$ cat src/rtl/hazard_ctrl.sv
// hazard_ctrl: central pipeline controller for the 5-stage RV32I core.
// Drives every PC-enable, stall, flush and redirect-select line. It sequences
// load-use bubbles, EX-resolved redirects and data-memory waits with a
// timeout. It also holds the post-reset flush state, the terminal halt state
// and the stall/flush performance counters.
module hazard_ctrl #(
  parameter int REG_SEL  = 5,
  parameter int MAX_WAIT = 16,
  parameter int CNT_W    = 32
) (
  input  logic               clk,
  input  logic               rst,
  input  logic [REG_SEL-1:0] rs1_id,
  input  logic [REG_SEL-1:0] rs2_id,
  input  logic               uses_rs1_id,
  input  logic               uses_rs2_id,
  input  logic [REG_SEL-1:0] rd_ex,
  input  logic               mem_read_ex,
  input  logic               redirect_ex,
  input  logic               dmem_req_mem,
  input  logic               dmem_ready,
  input  logic               halt_wb,
  output logic               en_pc,
  output logic               pc_src,
  output logic               stall_ifid,
  output logic               stall_idex,
  output logic               stall_exmem,
  output logic               stall_memwb,
  output logic               flush_ifid,
  output logic               flush_idex,
  output logic               flush_exmem,
  output logic               flush_memwb,
  output logic [1:0]         state,
  output logic               halted,
  output logic               mem_timeout,
  output logic [CNT_W-1:0]   stall_cnt,
  output logic [CNT_W-1:0]   flush_cnt
);

  typedef enum logic [1:0] {
    S_INIT     = 2'b00,
    S_RUN      = 2'b01,
    S_MEM_WAIT = 2'b10,
    S_HALT     = 2'b11
  } state_e;

  localparam int              WC_W      = $clog2(MAX_WAIT) + 1;
  localparam logic [WC_W-1:0] WAIT_LAST = WC_W'(MAX_WAIT - 1);

  state_e             state_q, state_d;
  logic [WC_W-1:0]    wait_cnt_q, wait_cnt_d;
  logic               mem_timeout_q, mem_timeout_d;
  logic [CNT_W-1:0]   stall_cnt_q, flush_cnt_q;
  logic               load_use;
  logic               run_rules;
  logic               redirect_take;
  logic               stall_inc;

  // Load in EX whose destination feeds a source the ID instruction really reads.
  always_comb begin
    load_use = mem_read_ex && (rd_ex != '0) &&
               ((uses_rs1_id && (rs1_id == rd_ex)) ||
                (uses_rs2_id && (rs2_id == rd_ex)));
  end

  // Next-state and control outputs from current state and current inputs.
  always_comb begin
    state_d       = state_q;
    wait_cnt_d    = wait_cnt_q;
    mem_timeout_d = mem_timeout_q;
    en_pc         = 1'b1;
    pc_src        = 1'b0;
    stall_ifid    = 1'b0;
    stall_idex    = 1'b0;
    stall_exmem   = 1'b0;
    stall_memwb   = 1'b0;
    flush_ifid    = 1'b0;
    flush_idex    = 1'b0;
    flush_exmem   = 1'b0;
    flush_memwb   = 1'b0;
    run_rules     = 1'b0;
    redirect_take = 1'b0;

    case (state_q)
      S_INIT: begin
        en_pc       = 1'b0;
        flush_ifid  = 1'b1;
        flush_idex  = 1'b1;
        flush_exmem = 1'b1;
        flush_memwb = 1'b1;
        state_d     = S_RUN;
      end
      S_RUN: begin
        if (halt_wb) begin
          en_pc       = 1'b0;
          stall_ifid  = 1'b1;
          stall_idex  = 1'b1;
          stall_exmem = 1'b1;
          stall_memwb = 1'b1;
          state_d     = S_HALT;
        end else if (dmem_req_mem && !dmem_ready) begin
          // EX is frozen, so any redirect there is presented again later.
          en_pc       = 1'b0;
          stall_ifid  = 1'b1;
          stall_idex  = 1'b1;
          stall_exmem = 1'b1;
          flush_memwb = 1'b1;
          wait_cnt_d  = WC_W'(1);
          state_d     = S_MEM_WAIT;
        end else begin
          run_rules = 1'b1;
        end
      end
      S_MEM_WAIT: begin
        if (halt_wb) begin
          en_pc       = 1'b0;
          stall_ifid  = 1'b1;
          stall_idex  = 1'b1;
          stall_exmem = 1'b1;
          stall_memwb = 1'b1;
          state_d     = S_HALT;
        end else if (dmem_ready) begin
          // The access completes: behave as an ordinary RUN cycle right away.
          wait_cnt_d = '0;
          state_d    = S_RUN;
          run_rules  = 1'b1;
        end else begin
          en_pc       = 1'b0;
          stall_ifid  = 1'b1;
          stall_idex  = 1'b1;
          stall_exmem = 1'b1;
          flush_memwb = 1'b1;
          if (wait_cnt_q == WAIT_LAST) begin
            mem_timeout_d = 1'b1;
            state_d       = S_HALT;
          end else begin
            wait_cnt_d = wait_cnt_q + WC_W'(1);
          end
        end
      end
      default: begin
        en_pc       = 1'b0;
        stall_ifid  = 1'b1;
        stall_idex  = 1'b1;
        stall_exmem = 1'b1;
        stall_memwb = 1'b1;
      end
    endcase

    // Redirect wins over load-use: the ID instruction is squashed anyway.
    if (run_rules) begin
      if (redirect_ex) begin
        pc_src        = 1'b1;
        flush_ifid    = 1'b1;
        flush_idex    = 1'b1;
        redirect_take = 1'b1;
      end else if (load_use) begin
        en_pc      = 1'b0;
        stall_ifid = 1'b1;
        flush_idex = 1'b1;
      end
    end

    stall_inc = ((state_q == S_RUN) || (state_q == S_MEM_WAIT)) && !en_pc;
  end

  // State, wait counter, sticky timeout and performance counters.
  always_ff @(posedge clk or negedge rst) begin
    if (!rst) begin
      state_q       <= S_INIT;
      wait_cnt_q    <= '0;
      mem_timeout_q <= 1'b0;
      stall_cnt_q   <= '0;
      flush_cnt_q   <= '0;
    end else begin
      state_q       <= state_d;
      wait_cnt_q    <= wait_cnt_d;
      mem_timeout_q <= mem_timeout_d;
      if (stall_inc)     stall_cnt_q <= stall_cnt_q + CNT_W'(1);
      if (redirect_take) flush_cnt_q <= flush_cnt_q + CNT_W'(1);
    end
  end

  assign state       = state_q;
  assign halted      = (state_q == S_HALT);
  assign mem_timeout = mem_timeout_q;
  assign stall_cnt   = stall_cnt_q;
  assign flush_cnt   = flush_cnt_q;

endmodule

$ cat config.mk
export PLATFORM = sky130hd
export DESIGN_NAME = hazard_ctrl
export DESIGN_NICKNAME = d
export VERILOG_FILES = /design/src/rtl/hazard_ctrl.sv
export SDC_FILE = /design/constraint.sdc
export NUM_CORES = 1
export LEC_CHECK = 0
export ABC_AREA = 0
export BUFFER_PORTS_ARGS = -buffer_cell sky130_fd_sc_hd__buf_2
export CAP_MARGIN = 20
export CORE_AREA = 2 2 99 101
export CTS_CLUSTER_DIAMETER = 100
export DETAILED_ROUTE_END_ITERATION = 7
export DIE_AREA = 0 0 101 103
export PLACE_DENSITY = 0.7
export SETUP_SLACK_MARGIN = 0.02
export SYNTH_ARGS = -nofsm -noshare
export SYNTH_HDL_FRONTEND = slang
export SYNTH_SLANG_ARGS = --single-unit
export TNS_END_PERCENT = 10
$ cat constraint.sdc
create_clock -name clk -period 3.93 [get_ports clk]
set_clock_uncertainty 0.05 [all_clocks]
set_input_delay 1.179 -clock clk [delete_from_list [all_inputs] [get_ports clk]]
set_output_delay 1.179 -clock clk [all_outputs]
set_load 0.03 [all_outputs]
# After elaboration in Yosys (flattened, before gate mapping)
# Cells that the tools add are included.
op_classes:
  n_addsub: 3
  eq_ne: 12
  mux: 41
  bitwise: 2
  reduce_logical: 18
op_table:
  columns: ["op", "count"]
  rows:
  - ["$add A32 B1 Y32 const B", 2]
  - ["$mux W1", 25]
  - ["$mux W5", 5]
  - ["$eq A5 B5 Y1", 2]
  - ["$mux W2", 5]
  - ["$pmux W5 S2", 1]
  - ["$logic_and A1 B1 Y1", 6]
  - ["$ne A2 B2 Y1 const B", 3]
  - ["$ne A3 B3 Y1 const B", 2]
  - ["$pmux W1 S3", 2]
  - ["$pmux W2 S3", 1]
  - ["$add A5 B1 Y5 const B", 1]
  - ["$eq A5 B4 Y1 const B", 1]
  - ["$reduce_and A5 Y1", 1]
  - ["$reduce_bool A5 Y1", 1]
  - ["$eq A2 B2 Y1 const B", 2]
  - ["$ne A4 B4 Y1 const B", 1]
  - ["$pmux W1 S2", 2]
  - ["$reduce_and A4 Y1", 1]
  - ["$reduce_and A3 Y1", 1]
  - ["$reduce_bool A3 Y1", 1]
  - ["$eq A2 B1 Y1 const B", 1]
  - ["$logic_not A1 Y1", 2]
  - ["$logic_not A2 Y1", 1]
  - ["other kinds (4)", 6]
totals:
  reg_bits: 72
  in_bits: 24
  out_inout_bits: 78
  elab_cells: 81

# Logic depth before layout (Yosys ltp)
logic_depth:
  depth_word: 9
  ltp_mapped: 9
  depth_no_buf: 8

# Least setup slack after synthesis
# Ideal clock, no wire load.
synth_timing:
  path_kind: "input to output"
  from: "input port rd_ex[1]"
  to: "output port en_pc"
  t_arrival_ns: 2.547
  required_time_ns: 2.701
  setup_slack_ns: 0.154
  stages: 5
  path_buffers: 1
  cell_sequence: "or4_1 o21ai_1 nor2_1 a21oi_4 buf_2"
synth_between:
  elab_chain_len: 7
  word_cells_on_any_way: 11
  classes_between: "eq/ne (2); mux (3); reduce/logical (6)"
synth_rtl:
  columns: ["item", "line_no", "rtl"]
  rows:
  - ["from (decl)", "17", "input logic [REG_SEL-1:0] rd_ex,"]
  - ["$eq A5 B5 Y1, on equally long branches", "62, 63", null]
  - ["$logic_and A1 B1 Y1, on equally long branches", "62, 63", null]
  - ["$logic_or A1 B1 Y1", "62", "((uses_rs1_id && (rs1_id == rd_ex)) ||"]
  - ["$logic_and A1 B1 Y1 (*)", "61", "load_use = mem_read_ex && (rd_ex != '0) &&"]
  - ["$mux W1 (*)", "157", "end else if (load_use) begin"]
  - ["$mux W1 (*)", "152", "if (redirect_ex) begin"]
  - ["$mux W1 (*)", "151", "if (run_rules) begin"]
  - ["to (decl)", "23", "output logic en_pc,"]
# Every way passes the cells marked *; elsewhere a longest branch is shown, timed or not.

# Worst setup path after layout
# Same ends and word-level chain as after synthesis.

==> flow_summary.yaml <==
outcome:
  outcome: "complete, no violations"
finish:
  syn_to_final_growth_pct: 22.9
  n_fill_cell: 905
  antenna_cells: 0
  multi_input_area_um2: 1750
  final_cell_area_um2: 4510
  seqCellArea_um2: 1800
  final_nets: 494
  drive_gt1_share_pct: 29.4
sta:
  fin_crit_ps: 3780
  finalSetupTns_ps: 0
  fin_crit_sh_pct: 96.3
  relSlewSlack_pct: 38.5
  rsz0062_at_grt: "no"
  fmax_mhz: 264
  hold_viol_final: 0
  worstMarginPinSlew_ps: 922
  final-setup-viol-count: 0
  maxSlewViolCount: 0
  postLayoutSetupSlackWorst_ps: 146
critical_path:
  cp-startpoint: "rd_ex[1]"
  worst-path-stages: 6
  critPathLaunchType: "input port"
  max_stage_delay_ps: 510
  critPathRequiredTime_ps: 2700
  crit_path_end_kind: "primary output"
  cpLargestDelayFamily: "simple AND/OR/NAND/NOR gates"
  cp.arrival_ps: 2560
  r2r_end: "flush_cnt[31]"
  endpoint: "en_pc"
  cp_cell_sequence: "buf_2 > or4_1 > o21ai_1 > nor2_1 > a21oi_4 > buf_2"
  critPathBufInv: 2
  worstSetupPathType: "in -> out"
  slowest_stage: "or4_1"
  cpMostUsedCell: "buf_2"
  ff2ff_setup_slack_ps: 1280
  cp_max_fo: 3
  rr_worst_depth: 9
  timing.rr.start: "state[0]"
power:
  totalPowerFinal_uw: 2410
  vdd_drop_max_mv: 0.488
  p_per_area_nw_per_um2: 535
  leakagePower_uw: 0.00205
synth:
  syn_area_um2: 3660
  seq_area_frac_synth_pct: 49.2
  synth-edff-count: 0
  syn_nets: 384
  synthArstFlopShare_pct: 100
  synth_ff_type: "dfrtp_1"
  netlist_instances: 351
  synth-seq-cells: 72
  synth.distinct_cells: 48
  avgSynthCellArea_um2: 10.4
  yosysWarnings: 0
clock_network:
  postCtsSetupRepairBufs: 0
  cts_root_buf: "clkbuf_8"
  clk_transition_reported_paths_ps: 80
  ctsLongestPathBuffers: 2
  htree_levels: 3
  clk_latency_ps: 340
  cts_sinks: 72
  tritoncts: "yes"
  cts_resized: 0
  postCtsHoldBufs: 0
  numCtsBuffers: 9
detailed_routing:
  firstDrtPassIters: 5
  routed_via_density: 5.03
  first_iter_violations: 51
  finalWirelength_um: 7950
  postRouteAntennaNets: 0
  drc_errors: 0
  routedWlPerCell_um: 13.7
  vias: 2920
placement:
  dp_hpwl_um: 5830
  place_ws_ps: 148
  globalplace.congestion: 0.841
  io_buffers: 101
  dpl_cell_area_um2: 4320
worst_hold_path:
  hold_class: "reg -> reg"
floorplanning:
  die-area_um2: 10400
  start_util_pct: 38.7
  die_x_um: 101
  io_pins: 102
  core_um2: 9460
  fp.dieH_um: 103
  num_rows: 36
global_routing:
  antenna_found_initial: 0
  grt_max_degree: 73
  grt_usage_pct: 16.0
  grt_pass1_vias: 2809
  overflow: 0
  grt_pass1_wl_um: 13300
job:
  maxCapViolCount: 0
worst min path at each step:
stage | startpoint | cells after the start | end | slack [ps]
6_report | mem_timeout | 1 | mem_timeout | 420
4_1_cts | stall_cnt[31] | 1 | stall_cnt[31] | 420
2_1_floorplan | wait_cnt_q[4] | 2 | wait_cnt_q[4] | 400
5_1_grt | flush_cnt[31] | 1 | flush_cnt[31] | 440
3_5_place_dp | mem_timeout | 1 | mem_timeout | 410
3_3_place_gp | mem_timeout | 1 | mem_timeout | 400
per-layer routing:
metal  share of wire (%)  global-route usage, %
met5                   0                      0
met4                 2.3                   6.76
met3                 5.3                   3.73
met2                  47                   26.2
met1                  45                   20.6
state kept, by name (all words and copies together) (netlist names):
signal,cells
mem_timeout,1
stall_cnt,32
wait_cnt_q,5
state,2
flush_cnt,32
per-stage QoR:
step | utilization (%) | hold WS (ps) | std cells
4_1_cts | 47.6 | 421 | 580
5_1_grt | 47.6 | 444 | 580
3_3_place_gp | 45.6 | 399 | 564
6_report | 47.6 | 417 | 580
3_5_place_dp | 45.6 | 406 | 564
2_1_floorplan | - | 399 | 351
cell families after synthesis:
group	Yosys count	synth area share, %
simple gates	144	22.2
xor+xnor	72	17.2
flops	72	49.2
compound gates	26	4.71
buf+inv	26	3.07
fa+ha+maj	9	3.07
mux	2	0.615
cell usage in the layout (no fill, tap or decap), drive strengths merged:
master	instances
buf	107
dfrtp	72
xnor2	40
nand2	35
xor2	32
nor3	21
nand3	20
inv	20
nor2	17
clkbuf	11
nand4	11
ha	9
nor4	9
o21ai	8
and3	7
a21oi	6
nand2b	5
and4	4
nor2b	3
nor3b	3
nand3b	2
o21bai	2
o31ai	2
and2	2
nor4b	2
mux2	2
clkinv	2
and2b	1
a31oi	1
o21a	1
or4	1
o22ai	1
o211ai	1
or3	1
a21o	1
o2111ai	1
a31o	1
a2111oi	1
clkinvlp	1
where the power goes:
group	leakage [uW]	internal, uW	switching [uW]
Clock	0.0000963	268	291
Sequential	0.000868	827	98.2
Combinational	0.00109	289	635
cells in the mapped netlist, types with 3 or more instances:
library cell | n | area, um2
dfrtp_1 | 72 | 1800
xnor2_1 | 40 | 350
nand2_1 | 35 | 131
xor2_1 | 32 | 280
nand3_1 | 19 | 95.1
inv_1 | 18 | 67.6
nor3_1 | 18 | 90.1
nor2_1 | 17 | 63.8
nand4_1 | 10 | 62.6
ha_1 | 9 | 113
and3_1 | 7 | 43.8
nor4_1 | 6 | 37.5
o21ai_0 | 6 | 30.0
a21oi_1 | 5 | 25.0
nand2b_1 | 5 | 31.3
and4_1 | 4 | 35.0
buf_2 | 3 | 15.0
clkbuf_1 | 3 | 11.3
nor2b_1 | 3 | 18.8
nor4_2 | 3 | 37.5
final cells by class:
| type | instances | area share [%] |
|---|---|---|
| Clock buffer | 11 | 3.36 |
| Clock inverter | 5 | 0.861 |
| Inverter | 18 | 1.50 |
| Multi-Input combinational cell | 253 | 38.9 |
| Sequential cell | 72 | 40.0 |
| Tap cell | 114 | 3.17 |
| Timing Repair Buffer | 107 | 12.3 |
(Power assumes the default switching activity.)
